===== config.mk =====
export PLATFORM = sky130hd
export DESIGN_NAME = jzjpcc_memory_access_unit
export DESIGN_NICKNAME = d
export VERILOG_FILES = /design/src/rtl/jzjpcc_memory_access_pkg.sv /design/src/rtl/jzjpcc_load_extender.sv /design/src/rtl/jzjpcc_memory_access_unit.sv
export SDC_FILE = /design/constraint.sdc
export NUM_CORES = 1
export LEC_CHECK = 0
export BUFFER_PORTS_ARGS = -buffer_cell sky130_fd_sc_hd__buf_2
export CAP_MARGIN = 20
export CORE_UTILIZATION = 59
export CTS_CLUSTER_DIAMETER = 60
export DETAILED_ROUTE_END_ITERATION = 12
export GPL_TIMING_DRIVEN = 1
export PLACE_DENSITY = 0.95
export SETUP_SLACK_MARGIN = 0.4
export SYNTH_ARGS = -nofsm -noshare
export SYNTH_HDL_FRONTEND = slang
export SYNTH_SLANG_ARGS = --single-unit

===== constraint.sdc =====
create_clock -name clock -period 6.3 [get_ports clock]
set_input_delay 0.63 -clock clock [delete_from_list [all_inputs] [get_ports clock]]
set_output_delay 0.63 -clock clock [all_outputs]
set_load 0.01 [all_outputs]

===== src/rtl/jzjpcc_memory_access_pkg.sv =====
// Shared definitions for the memory-access stage.
//   - funct3 encodings for RV32I loads/stores
//   - two-state FSM type for split (misaligned) accesses
//   - size/misalignment helpers and value<->lane conversion
// Lane order: the byte at address offset k sits in bits [8(3-k)+7:8(3-k)]
// and is enabled by mask bit 3-k.
package jzjpcc_memory_access_pkg;

  localparam logic [2:0] F3_B  = 3'b000;
  localparam logic [2:0] F3_H  = 3'b001;
  localparam logic [2:0] F3_W  = 3'b010;
  localparam logic [2:0] F3_BU = 3'b100;
  localparam logic [2:0] F3_HU = 3'b101;

  typedef enum logic {
    ST_IDLE   = 1'b0,
    ST_SECOND = 1'b1
  } mau_state_e;

  // Undefined funct3 encodings behave as a word access.
  function automatic logic [2:0] access_size(input logic [2:0] funct3);
    case (funct3)
      F3_B, F3_BU: return 3'd1;
      F3_H, F3_HU: return 3'd2;
      F3_W:        return 3'd4;
      default:     return 3'd4;
    endcase
  endfunction

  function automatic logic is_misaligned(input logic [2:0] funct3, input logic [1:0] offset);
    return ({1'b0, offset} + access_size(funct3)) > 3'd4;
  endfunction

  // Self-inverse byte swap between value order and lane order.
  function automatic logic [31:0] to_big_endian32(input logic [31:0] value);
    return {value[7:0], value[15:8], value[23:16], value[31:24]};
  endfunction

  // Two-word lane view: combined offsets 0..7, first word in the upper half.
  function automatic logic [7:0] lane_mask8(input logic [2:0] funct3, input logic [1:0] offset);
    logic [7:0] m;
    case (access_size(funct3))
      3'd1:    m = 8'h80;
      3'd2:    m = 8'hC0;
      default: m = 8'hF0;
    endcase
    return m >> offset;
  endfunction

  function automatic logic [3:0] lane_mask(input logic [2:0] funct3, input logic [1:0] offset,
                                           input logic second);
    logic [7:0] m;
    m = lane_mask8(funct3, offset);
    return second ? m[3:0] : m[7:4];
  endfunction

  // Store data for the first or second word; lanes outside the access are zero.
  function automatic logic [31:0] lane_data(input logic [31:0] value, input logic [2:0] funct3,
                                            input logic [1:0] offset, input logic second);
    logic [7:0]  m;
    logic [63:0] d;
    m = lane_mask8(funct3, offset);
    d = {to_big_endian32(value), 32'h0} >> {offset, 3'b000};
    for (int k = 0; k < 8; k++) begin
      if (!m[7-k]) d[8*(7-k) +: 8] = 8'h00;
    end
    return second ? d[31:0] : d[63:32];
  endfunction

endpackage


===== src/rtl/jzjpcc_load_extender.sv =====
// Combinational load result assembly.
//   first_word  : word holding the byte at the access offset (SRAM lane order)
//   second_word : upper three lanes of the following word (split loads only)
//   offset      : byte offset of the access within first_word
//   funct3      : load type, selects width and sign/zero extension
//   result      : extended load value in value order
module jzjpcc_load_extender
  import jzjpcc_memory_access_pkg::*;
(
  input  logic [31:0] first_word,
  input  logic [31:8] second_word,
  input  logic [1:0]  offset,
  input  logic [2:0]  funct3,
  output logic [31:0] result
);

  logic [31:0] sel;
  logic [31:0] value;

  always_comb begin
    // Bring the byte at the access offset to the top lane, spilling into the next word.
    case (offset)
      2'd0:    sel = first_word;
      2'd1:    sel = {first_word[23:0], second_word[31:24]};
      2'd2:    sel = {first_word[15:0], second_word[31:16]};
      default: sel = {first_word[7:0],  second_word[31:8]};
    endcase
    value = to_big_endian32(sel);
    case (funct3)
      F3_B:    result = {{24{value[7]}}, value[7:0]};
      F3_BU:   result = {24'h0, value[7:0]};
      F3_H:    result = {{16{value[15]}}, value[15:0]};
      F3_HU:   result = {16'h0, value[15:0]};
      default: result = value;
    endcase
  end

endmodule


===== src/rtl/jzjpcc_memory_access_unit.sv =====
// Memory-stage load/store initiator in front of the backend data port.
// Turns an execute-stage load/store into word-addressed, byte-masked requests;
// misaligned accesses are split over two cycles with a one-cycle stall.
//   clock, reset (async, active-low)
//   *_execute inputs        : access from execute (held stable while stalled)
//   memAddress/memDataToWrite/memByteMask/memWriteEnable : backend request
//   memReadData             : backend read word, one cycle after its address
//   stallRequest            : freeze upstream for the split access
//   loadResult/loadResultValid : extended load value
//
// state     | meaning
// ----------|------------------------------------------------------------
// ST_IDLE   | requests come straight from execute inputs
// ST_SECOND | second word of a split access, driven from registers
module jzjpcc_memory_access_unit
  import jzjpcc_memory_access_pkg::*;
#(
  parameter int RAM_A_WIDTH = 12
) (
  input  logic        clock,
  input  logic        reset,
  input  logic        accessValid_execute,
  input  logic        isStore_execute,
  input  logic [2:0]  funct3_execute,
  input  logic [31:0] byteAddress_execute,
  input  logic [31:0] storeValue_execute,
  output logic [31:2] memAddress_execute_frommemory,
  output logic [31:0] memDataToWrite_execute_frommemory,
  output logic [3:0]  memByteMask_execute_frommemory,
  output logic        memWriteEnable,
  input  logic [31:0] memReadData,
  output logic        stallRequest,
  output logic [31:0] loadResult,
  output logic        loadResultValid
);

  localparam int HI_W = 30 - RAM_A_WIDTH;

  mau_state_e  state_q, state_d;
  logic [1:0]  off_q, off_d;
  logic [2:0]  funct3_q, funct3_d;
  logic        store_q, store_d;
  logic        split_q, split_d;
  logic [29:0] addr_next_q, addr_next_d;
  logic [31:0] store_val_q, store_val_d;
  logic [31:0] hold_q, hold_d;
  logic        load_valid_q, load_valid_d;

  logic        misaligned_x;
  logic [RAM_A_WIDTH:0] ram_inc;
  logic [HI_W-1:0]      hi_inc;
  logic [29:0] word_addr_inc;
  logic [29:0] req_addr;
  logic [31:0] req_data;
  logic [3:0]  req_mask;
  logic        req_we;
  logic        req_stall;
  logic [31:0] first_word;
  logic [31:8] second_word;
  logic [31:0] ext_result;

  assign misaligned_x = is_misaligned(funct3_execute, byteAddress_execute[1:0]);

  // Carry out of the SRAM word field ripples into the pass-through bits so the
  // whole word address wraps 0x3FFFFFFF -> 0.
  assign ram_inc       = {1'b0, byteAddress_execute[RAM_A_WIDTH+1:2]} + (RAM_A_WIDTH+1)'(1);
  assign hi_inc        = byteAddress_execute[31:RAM_A_WIDTH+2] + HI_W'(ram_inc[RAM_A_WIDTH]);
  assign word_addr_inc = {hi_inc, ram_inc[RAM_A_WIDTH-1:0]};

  always_comb begin
    state_d      = state_q;
    off_d        = off_q;
    funct3_d     = funct3_q;
    store_d      = store_q;
    split_d      = split_q;
    addr_next_d  = addr_next_q;
    store_val_d  = store_val_q;
    hold_d       = hold_q;
    load_valid_d = 1'b0;
    req_addr     = byteAddress_execute[31:2];
    req_data     = '0;
    req_mask     = '0;
    req_we       = 1'b0;
    req_stall    = 1'b0;
    case (state_q)
      ST_IDLE: begin
        if (accessValid_execute) begin
          req_mask     = lane_mask(funct3_execute, byteAddress_execute[1:0], 1'b0);
          req_data     = isStore_execute ?
                         lane_data(storeValue_execute, funct3_execute, byteAddress_execute[1:0], 1'b0) : '0;
          req_we       = isStore_execute;
          req_stall    = misaligned_x;
          // Metadata is kept for every access: the load result of an aligned
          // access and both halves of a split access are formed from it.
          off_d        = byteAddress_execute[1:0];
          funct3_d     = funct3_execute;
          store_d      = isStore_execute;
          split_d      = misaligned_x;
          addr_next_d  = word_addr_inc;
          store_val_d  = storeValue_execute;
          load_valid_d = !isStore_execute && !misaligned_x;
          if (misaligned_x) state_d = ST_SECOND;
        end
      end
      ST_SECOND: begin
        req_addr     = addr_next_q;
        req_mask     = lane_mask(funct3_q, off_q, 1'b1);
        req_data     = store_q ? lane_data(store_val_q, funct3_q, off_q, 1'b1) : '0;
        req_we       = store_q;
        hold_d       = memReadData;
        load_valid_d = !store_q;
        state_d      = ST_IDLE;
      end
      default: state_d = ST_IDLE;
    endcase
  end

  always_ff @(posedge clock or negedge reset) begin
    if (!reset) begin
      state_q      <= ST_IDLE;
      off_q        <= '0;
      funct3_q     <= '0;
      store_q      <= 1'b0;
      split_q      <= 1'b0;
      addr_next_q  <= '0;
      store_val_q  <= '0;
      hold_q       <= '0;
      load_valid_q <= 1'b0;
    end else begin
      state_q      <= state_d;
      off_q        <= off_d;
      funct3_q     <= funct3_d;
      store_q      <= store_d;
      split_q      <= split_d;
      addr_next_q  <= addr_next_d;
      store_val_q  <= store_val_d;
      hold_q       <= hold_d;
      load_valid_q <= load_valid_d;
    end
  end

  assign first_word  = split_q ? hold_q : memReadData;
  assign second_word = split_q ? memReadData[31:8] : 24'h0;

  jzjpcc_load_extender u_load_extender (
    .first_word  (first_word),
    .second_word (second_word),
    .offset      (off_q),
    .funct3      (funct3_q),
    .result      (ext_result)
  );

  // The request path is combinational from execute, so it is gated to keep
  // the backend quiet while reset is held.
  assign memAddress_execute_frommemory     = reset ? req_addr : '0;
  assign memDataToWrite_execute_frommemory = reset ? req_data : '0;
  assign memByteMask_execute_frommemory    = reset ? req_mask : '0;
  assign memWriteEnable                    = reset & req_we;
  assign stallRequest                      = reset & req_stall;
  assign loadResultValid                   = load_valid_q;
  assign loadResult                        = (reset && load_valid_q) ? ext_result : '0;

endmodule


* Yosys cells after proc, flatten, opt, wreduce, memory -nomap -nowiden
Index checks and enable logic that the tools add are counted.
Cells by class: add/sub/neg operators 3, magnitude comparators 1, eq/ne operators 12, shift operators 4, multiplexer cells 42, bitwise operators 3, reduce and logical (&&, ||, !) cells 13
Operator list (number):
- two-way mux 32 bit | 6
- one-hot mux 32 bit (4 select lines) | 1
- one-hot mux 32 bit (3 select lines) | 1
- two-way mux 8 bit | 11
- one-hot mux 32 bit (2 select lines) | 1
- right shift 64 x 5 -> 32 bit | 1
- right shift 64 x 5 -> 64 bit | 1
- two-way mux 30 bit | 2
- one-hot mux 7 bit (2 select lines) | 2
- two-way mux 24 bit | 1
- adder 18 x 1 -> 18 bit | 1
- adder 12 x 1 -> 13 bit (second input constant) | 1
- equality test 3 x 1 -> 1 bit (second input constant) | 4
- equality test 3 bit (second input constant) | 4
- one-hot mux 3 bit (2 select lines) | 2
- two-way mux 3 bit | 3
- two-way mux 4 bit | 2
- one-hot mux 4 bit (2 select lines) | 1
- OR reduction 2 bit | 4
- right shift 8 x 2 -> 4 bit | 1
- right shift 8 x 2 -> 8 bit | 1
- equality test 3 x 2 -> 1 bit (second input constant) | 2
- logical NOT 3 bit | 2
- two-way mux 1 bit | 6
- other kinds (11) | 17
Word-level totals: bits in registers 103, bits of input ports 103, output and inout port bits 101

* Longest topological paths before layout
Gate-level depths: netlist of run 1.
depth after elaboration 15, mapped depth 10, depth with buffers taken out 10

* Cells and area by module
From an unflattened synthesis of run 1, not the netlist that was laid out.
Unflattened totals: cells, all modules 841, area total of the unflattened synthesis 7776.2 µm²
Modules (own cells, without submodules):
- jzjpcc_memory_access_unit | instances 1, cells an instance 740, area each 6663.9 µm², seq. area each 2377.3 µm²
- jzjpcc_load_extender | instances 1, cells an instance 101, area each 1112.3 µm², seq. area each 0.0 µm²

* Least setup slack after synthesis of run 1
Ideal clock, no wire load.
path kind in2out, start point input port byteAddress_execute[1], end point output port stallRequest, arrival time 2.523 ns, path slack 3.147 ns, cell stages on the path 8, cell sequence clkbuf_1 -> clkbuf_1 -> clkbuf_1 -> inv_1 -> fa_1 -> xor2_1 -> a21oi_1 -> and3_1
Between the ends: cells in the longest elaborated chain, start to end 5
RTL lines:
- start: declaration | line jzjpcc_memory_access_unit.sv:25 | input logic [31:0] byteAddress_execute,
- adder 2 x 3 -> 3 bit | line jzjpcc_memory_access_pkg.sv:31 | return ({1'b0, offset} + access_size(funct3)) > 3'd4;
- > comparator 3 bit | line jzjpcc_memory_access_pkg.sv:31
- two-way mux 1 bit | line jzjpcc_memory_access_unit.sv:87 | if (accessValid_execute) begin
- two-way mux 1 bit | line jzjpcc_memory_access_unit.sv:85 | case (state_q)
- bitwise AND 1 bit | line jzjpcc_memory_access_unit.sv:159 | assign stallRequest = reset & req_stall;
- end: declaration | line jzjpcc_memory_access_unit.sv:32 | output logic stallRequest,
No other way between the ends.

* Final worst setup path of run 1
start point register state_q, end point output port memDataToWrite_execute_frommemory[15]
Between the ends: cells in the longest elaborated chain, start to end 3
RTL lines:
- start: declaration | line jzjpcc_memory_access_unit.sv:39 | mau_state_e state_q, state_d;
- start signal: assignment | line jzjpcc_memory_access_unit.sv:130 | state_q <= state_d;
- NOT 1 bit (no line)
- one-hot mux 32 bit (2 select lines) * | line jzjpcc_memory_access_unit.sv:85
- two-way mux 32 bit * | line jzjpcc_memory_access_unit.sv:156 | assign memDataToWrite_execute_frommemory = reset ? req_data : '0;
- end: declaration | line jzjpcc_memory_access_unit.sv:28 | output logic [31:0] memDataToWrite_execute_frommemory,
Mark *: on every way between the ends. The rest lies on a longest branch, timed or not.

==> results of run 1 <==
synthesized netlist by cell type, types with 9 or more instances:
master / n
and2_1: 24
inv_1: 9
nor3_1: 12
o21ai_0: 46
xnor2_1: 12
nand2_1: 170
nand3_1: 16
a21oi_2: 11
a21boi_0: 19
a31oi_1: 10
nand2b_1: 12
nand4_1: 9
xor2_1: 10
buf_2: 19
mux4_2: 15
a21oi_1: 26
clkbuf_1: 37
nor2b_1: 44
a211oi_1: 17
mux2_2: 33
o2bb2ai_1: 15
mux2i_1: 102
dfrtp_1: 95
nor2_1: 31
state kept, by name (all words and copies together) (netlist names):
name	count
addr_next_q	30
funct3_q	3
hold_q	32
loadResultValid	1
off_q	2
split_q	1
state_q	1
store_q	1
store_val_q	24
worst paths after layout:
kind                                        startpoint                               endpoint
max                                  state_q$_DFF_PN0_  memDataToWrite_execute_frommemory[15]
min                                              reset            store_val_q[20]$_DFFE_PN0P_
max reg2reg                          state_q$_DFF_PN0_            addr_next_q[28]$_DFFE_PN0P_
min reg2reg                store_val_q[10]$_DFFE_PN0P_            store_val_q[10]$_DFFE_PN0P_
max in group asynchronous                        reset                      state_q$_DFF_PN0_
min in group clock         store_val_q[10]$_DFFE_PN0P_            store_val_q[10]$_DFFE_PN0P_
power groups by stage:
stage | Clock, mW | Combinational, mW | Sequential (mW)
final | 0.546 | 0.894 | 0.867
after global routing | 0.576 | 0.969 | 0.886
after CTS | 0.552 | 0.877 | 0.864
after detailed placement | 0 | 0.870 | 0.875
after global placement | 0 | 0.836 | 0.863
after floorplan | 0 | 0.675 | 0.822
area by class of cell:
type | count | area (sq um) | area share [%]
Clock buffer | 10 | 229 | 2.51
Clock inverter | 6 | 61.3 | 0.672
Inverter | 10 | 37.5 | 0.412
Multi-Input combinational cell | 723 | 5090 | 55.8
Sequential cell | 95 | 2380 | 26.2
Tap cell | 172 | 215 | 2.36
Timing Repair Buffer | 211 | 1100 | 12.0
through the flow:
step	instance area [sq um]	setup WS, ns	hold slack [ns]
floorplan	7850	3.15	0.334
global placement	8800	2.70	0.440
detailed placement	8800	2.46	0.438
CTS	9090	2.42	0.0722
global route	9120	2.17	0.0770
finish	9120	2.46	0.0775
routing by layer:
layer  vias up  part of all wire [%]
met1      3644                    40
li1       3508                     -
met2       489                    48
met5         -                     0
met4         0                   3.3
met3        80                   8.7
cells by family after synthesis:
logic type,count (synthesis),share of synthesized area (%)
mux,155,22.9
compound gates,191,16.7
simple gates,347,21.3
flops,95,30.3
fa+ha+maj,8,1.37
xor+xnor,22,2.46
buf+inv,79,4.93
==> impl_metrics.yaml, run 1 <==
die:
  fp.coreArea_sq_um: 12800
  die_area_sq_um: 13800
  die_x_um: 117
  io_pins: 204
  rows: 41
  start_util_pct: 61.4
  dieHeight_um: 117
yosys:
  synth_edf_count: 0
  ys_seq_area_share_pct: 30.3
  yosys.area.top_type_share_pct: 30.3
  synth_cell_types: 64
  synth_area_sq_um: 7850
  synth_warnings: 0
  yosys-top-cells-area: "dfrtp_1 30%, mux2i_1 13%, nand2_1 8.1%"
  ys_seq_elements: 95
  yosys_most_used_dff: "dfrtp_1"
  postSynthCellCount: 897
  syn_nets: 1008
  synth.avg_cell_area_sq_um: 8.75
  yosysTopAreaCell: "dfrtp_1"
  async_flop_share_pct: 100
worst_setup_path:
  cp.depth: 5
  reg2reg_slack_ns: 3.39
  critPathKind: "flop to output port"
  path_max_fanout: 72
  endpoint_kind: "output port"
  max_stage_delay_ns: 0.91
  crit_buf_inv: 1
  critical_path.cell_chain: "nand3b_1 -> a221oi_1 -> o21ai_0 -> a21boi_0 -> buf_2"
  cpMaxStageDelayCell: "a221oi_1"
  crit_family: "compound AO/OA/AOI/OAI gates"
  start_kind: "flop"
  arrival_ns: 3.21
  ff2ff_path_depth: 5
  required_ns: 5.67
cells_and_area:
  layout.nets: 1161
  fill_cells: 965
  drive_gt1_share_pct: 28.6
  final_cell_mix: "202 x buf_2, 170 x nand2_1, 102 x mux2i_1"
  synthToLayoutAreaGrowth_pct: 16.2
  final_common_cell: "buf_2"
  fin_util_pct: 71.4
  stdcell_count: 1227
  antenna_cells: 0
global_routing:
  grtUsageMet2_pct: 50.9
  grt_pass1_vias: 7410
  grt_pass1_wl_mm: 35.9
  antenna_found_initial: 0
  grt.total_usage_pct: 31.7
  overflow: 0
  grt_max_degree: 87
  grtUsageMet3_pct: 5.11
  grt_use_met1_pct: 42.0
  busiest_layer: "met2"
clocking:
  cts_hold_buf: 0
  cts_made_buffers: 9
  cts.sinks: 95
  clk_pin_slew_ns: 0.07
  cts_tree: "built"
  cts_setup_buffers: 0
  cts_max_path_buffers: 2
  htree_levels: 3
  cts_root_buffer: "clkbuf_16"
  insertion_delay_ns: 0.34
  cts_resized: 0
place:
  placed_cells: 1210
  portBuffers: 203
  hpwlAfterDp_mm: 15.1
  place_congestion: 0.873
sta:
  period_share_pct: 61.0
  setup_viol: 0
  finalHoldViolations: 0
  relSlewSlack_pct: 24.6
  tightestPinTransition_ns: 1.13
  rsz0062_at_grt: "no"
  skew_ns: 0.00387
  drv_slew: 0
  setup_tns_ns: 0
  min_period_ns: 3.84
  max_freq_mhz: 260
routing:
  num_vias: 7721
  drc: 0
  wirelength_mm: 21.9
  drt_iter0_drc: 847
  via_per_inst: 6.29
  routedWlPerCell_um: 17.8
  dr.pass1.iters: 8
  drt.antenna.violating_nets: 0
flow_run:
  maxCapViolations: 0
power:
  power.internal_mw: 1.47
  powerDensity_nw_per_um2: 253
  switching_share_pct: 36.5
  p_leak_nw: 4.18
  finalPower_mw: 2.31
  peakVddDrop_mv: 0.111
  pwr-share-clk_pct: 23.7
  power_frac_comb_pct: 38.7
  seqPwrFrac_pct: 37.6
  switching_power_mw: 0.841
hold_path:
  min_path_type: "input pin to async pin"
outcome:
  status: "completed"
(Power assumes the default switching activity.)
==> run 2, diff against run 1 <==
Settings changed: ABC_AREA set to 1, CORE_UTILIZATION 59 to 54, PLACE_DENSITY 0.95 to 0.9.
Clock period 6.3 ns to 3.6 ns, I/O delays scaled along.
==> impl_metrics.yaml, run 2 <==
die:
  io_pins: 204
  die_area_sq_um: 14700
  dieHeight_um: 121
  die_x_um: 121
  fp.coreArea_sq_um: 13900
  rows: 43
  start_util_pct: 55.1
worst_setup_path:
  critical_path.cell_chain: "inv_2 -> nand2_1 -> nand2_1 -> o21ai_0 -> nand2_2 -> nand4_2 -> a21oi_1 -> buf_2"
  start_kind: "flop"
  max_stage_delay_ns: 0.63
  reg2reg_slack_ns: 1.24
  critPathKind: "flop to output port"
  reg2reg_to: "addr_next_q[19]$_DFFE_PN0P_"
  r2r-start: "state_q$_DFF_PN0_"
  arrival_ns: 2.72
  endpoint_kind: "output port"
  required_ns: 3.24
  cpMaxStageDelayCell: "dfrtp_4"
  ff2ff_path_depth: 6
  path_max_fanout: 35
  path_common_cell: "nand2_1"
yosys:
  yosysTopAreaCell: "dfrtp_1"
  ys_seq_area_share_pct: 31.1
  yosys-top-cells-area: "dfrtp_1 31%, nand2_1 21%, o21ai_0 10%"
  synth_edf_count: 0
  syn_nets: 1349
  ys_seq_elements: 95
  synth_warnings: 0
  synthTopCellsByCount: "420 x nand2_1, 158 x o21ai_0, 110 x inv_1"
  async_flop_share_pct: 100
  synth_cell_types: 45
  postSynthCellCount: 1238
  synth.avg_cell_area_sq_um: 6.18
  synth.most_common_cell: "nand2_1"
  yosys.area.top_type_share_pct: 31.1
  synth_area_sq_um: 7650
  yosys_most_used_dff: "dfrtp_1"
power:
  power.internal_mw: 2.21
  seqPwrFrac_pct: 37.8
  pwr-share-clk_pct: 25.2
  switching_share_pct: 41.5
  p_leak_nw: 4.77
  switching_power_mw: 1.57
  power_frac_comb_pct: 37.0
  peakVddDrop_mv: 0.253
  powerDensity_nw_per_um2: 423
sta:
  tightestPinTransition_ns: 1.03
  min_period_ns: 3.08
  max_freq_mhz: 325
  setup_tns_ns: 0
  skew_ns: 0.00618
  layout_setup_ws_ns: 0.523
  period_share_pct: 85.5
  setup_viol: 0
  relSlewSlack_pct: 31.3
  whs_ns: 0.216
  finalHoldViolations: 0
  rsz0062_at_grt: "no"
  drv_slew: 0
clocking:
  clk_pin_slew_ns: 0.07
  insertion_delay_ns: 0.35
  cts_made_buffers: 9
  cts_setup_buffers: 0
  cts.sinks: 95
  htree_levels: 3
  cts_root_buffer: "clkbuf_16"
  cts_max_path_buffers: 2
  cts_tree: "built"
routing:
  via_per_inst: 5.81
  drt.antenna.violating_nets: 0
  drt_iter0_drc: 1219
  routedWlPerCell_um: 15.6
  num_vias: 9175
  wirelength_mm: 24.7
  drc: 0
  dr.pass1.iters: 7
hold_path:
  min_to: "hold_q[1]$_DFFE_PN0P_"
  min_from: "memReadData[1]"
  min_path_type: "input pin to flop"
  worstHoldPathCells: 3
place:
  portBuffers: 203
  dpl_worst_slack_ns: 0.806
  hpwlAfterDp_mm: 16.7
  place_congestion: 0.968
flow_run:
  maxCapViolations: 0
cells_and_area:
  synthToLayoutAreaGrowth_pct: 16.6
  final_common_cell: "nand2_1"
  fin_util_pct: 64.3
  drive_gt1_share_pct: 19.1
  reg.largest.list: "hold_q x32, addr_next_q x30, store_val_q x24"
  largest_register: "hold_q"
  layout.nets: 1503
  largest_register_ffs: 32
  final_cell_mix: "419 x nand2_1, 202 x buf_2, 158 x o21ai_0"
global_routing:
  antenna_found_initial: 1
  grt_max_degree: 101
  grt_pass1_wl_mm: 39.9
  grt_pass1_vias: 8369
  grt.total_usage_pct: 34.1
  overflow: 0
outcome:
  status: "completed"
## run 2: layer usage
metal	global-route usage, %	part of all wire, %
met2	53.0	45
met5	0	0
met4	17.6	3.9
met3	6.48	11
met1	45.2	41
## run 2: kinds of logic (layout without fill, tap and decap cells)
| group | count (synthesis) | in the layout | synth area share, % |
|---|---|---|---|
| other cells | 0 | 1 | 0 |
| fa+ha+maj | 8 | 8 | 1.41 |
| buf+inv | 194 | 353 | 11.0 |
| flops | 95 | 95 | 31.1 |
| compound gates | 316 | 316 | 21.8 |
| simple gates | 615 | 615 | 33.6 |
| xor+xnor | 10 | 10 | 1.14 |
## run 2: layout make-up
class	count	area (sq um)
sequential	95	2380
timing repair buffer	219	1140
tap	180	225
antenna	1	2.50
inverter	118	448
fill	1328	4950
clock inverter	7	61.3
multi-input combinational	949	4440
clock buffer	9	225
## run 2: critical path, delay by kind of cell (launching register included)
family | cells | cell delay (ns)
buffers and inverters | 2 | 0.64
AND/OR/NAND/NOR | 4 | 0.64
flip-flops | 1 | 0.63
AO/OA/AOI/OAI | 2 | 0.45
## run 2: worst max-delay path by stage
stage,from,endpoint,depth (start not counted)
floorplan,byteAddress_execute[2],addr_next_q[24]$_DFFE_PN0P_,13
global placement,byteAddress_execute[2],addr_next_q[24]$_DFFE_PN0P_,14
CTS,reset,memDataToWrite_execute_frommemory[0],7
global route,split_q$_DFFE_PN0P_,loadResult[9],8
detailed placement,byteAddress_execute[2],addr_next_q[24]$_DFFE_PN0P_,14
finish,split_q$_DFFE_PN0P_,loadResult[9],8
## run 2: stage by stage
step	cells	total power, mW	area, sq um
detailed placement	1560	2.80	8620
global route	1578	4.03	8930
global placement	1560	2.76	8620
finish	1578	3.78	8930
floorplan	1238	2.39	7650
CTS	1577	3.75	8910
## run 2: power by group through the flow
stage	Sequential, mW	Combinational (mW)	Clock, mW
2_1_floorplan	1.38	1.02	0
4_1_cts	1.42	1.37	0.960
3_3_place_gp	1.43	1.33	0
3_5_place_dp	1.44	1.36	0
6_report	1.43	1.40	0.953
5_1_grt	1.45	1.57	1.00
## run 2: what timing repair did
item,4_1_cts,5_1_grt
setup endpoints to repair,0,14
hold buffers,1,0
gates resized for setup,0,5
hold endpoints to repair,16,0
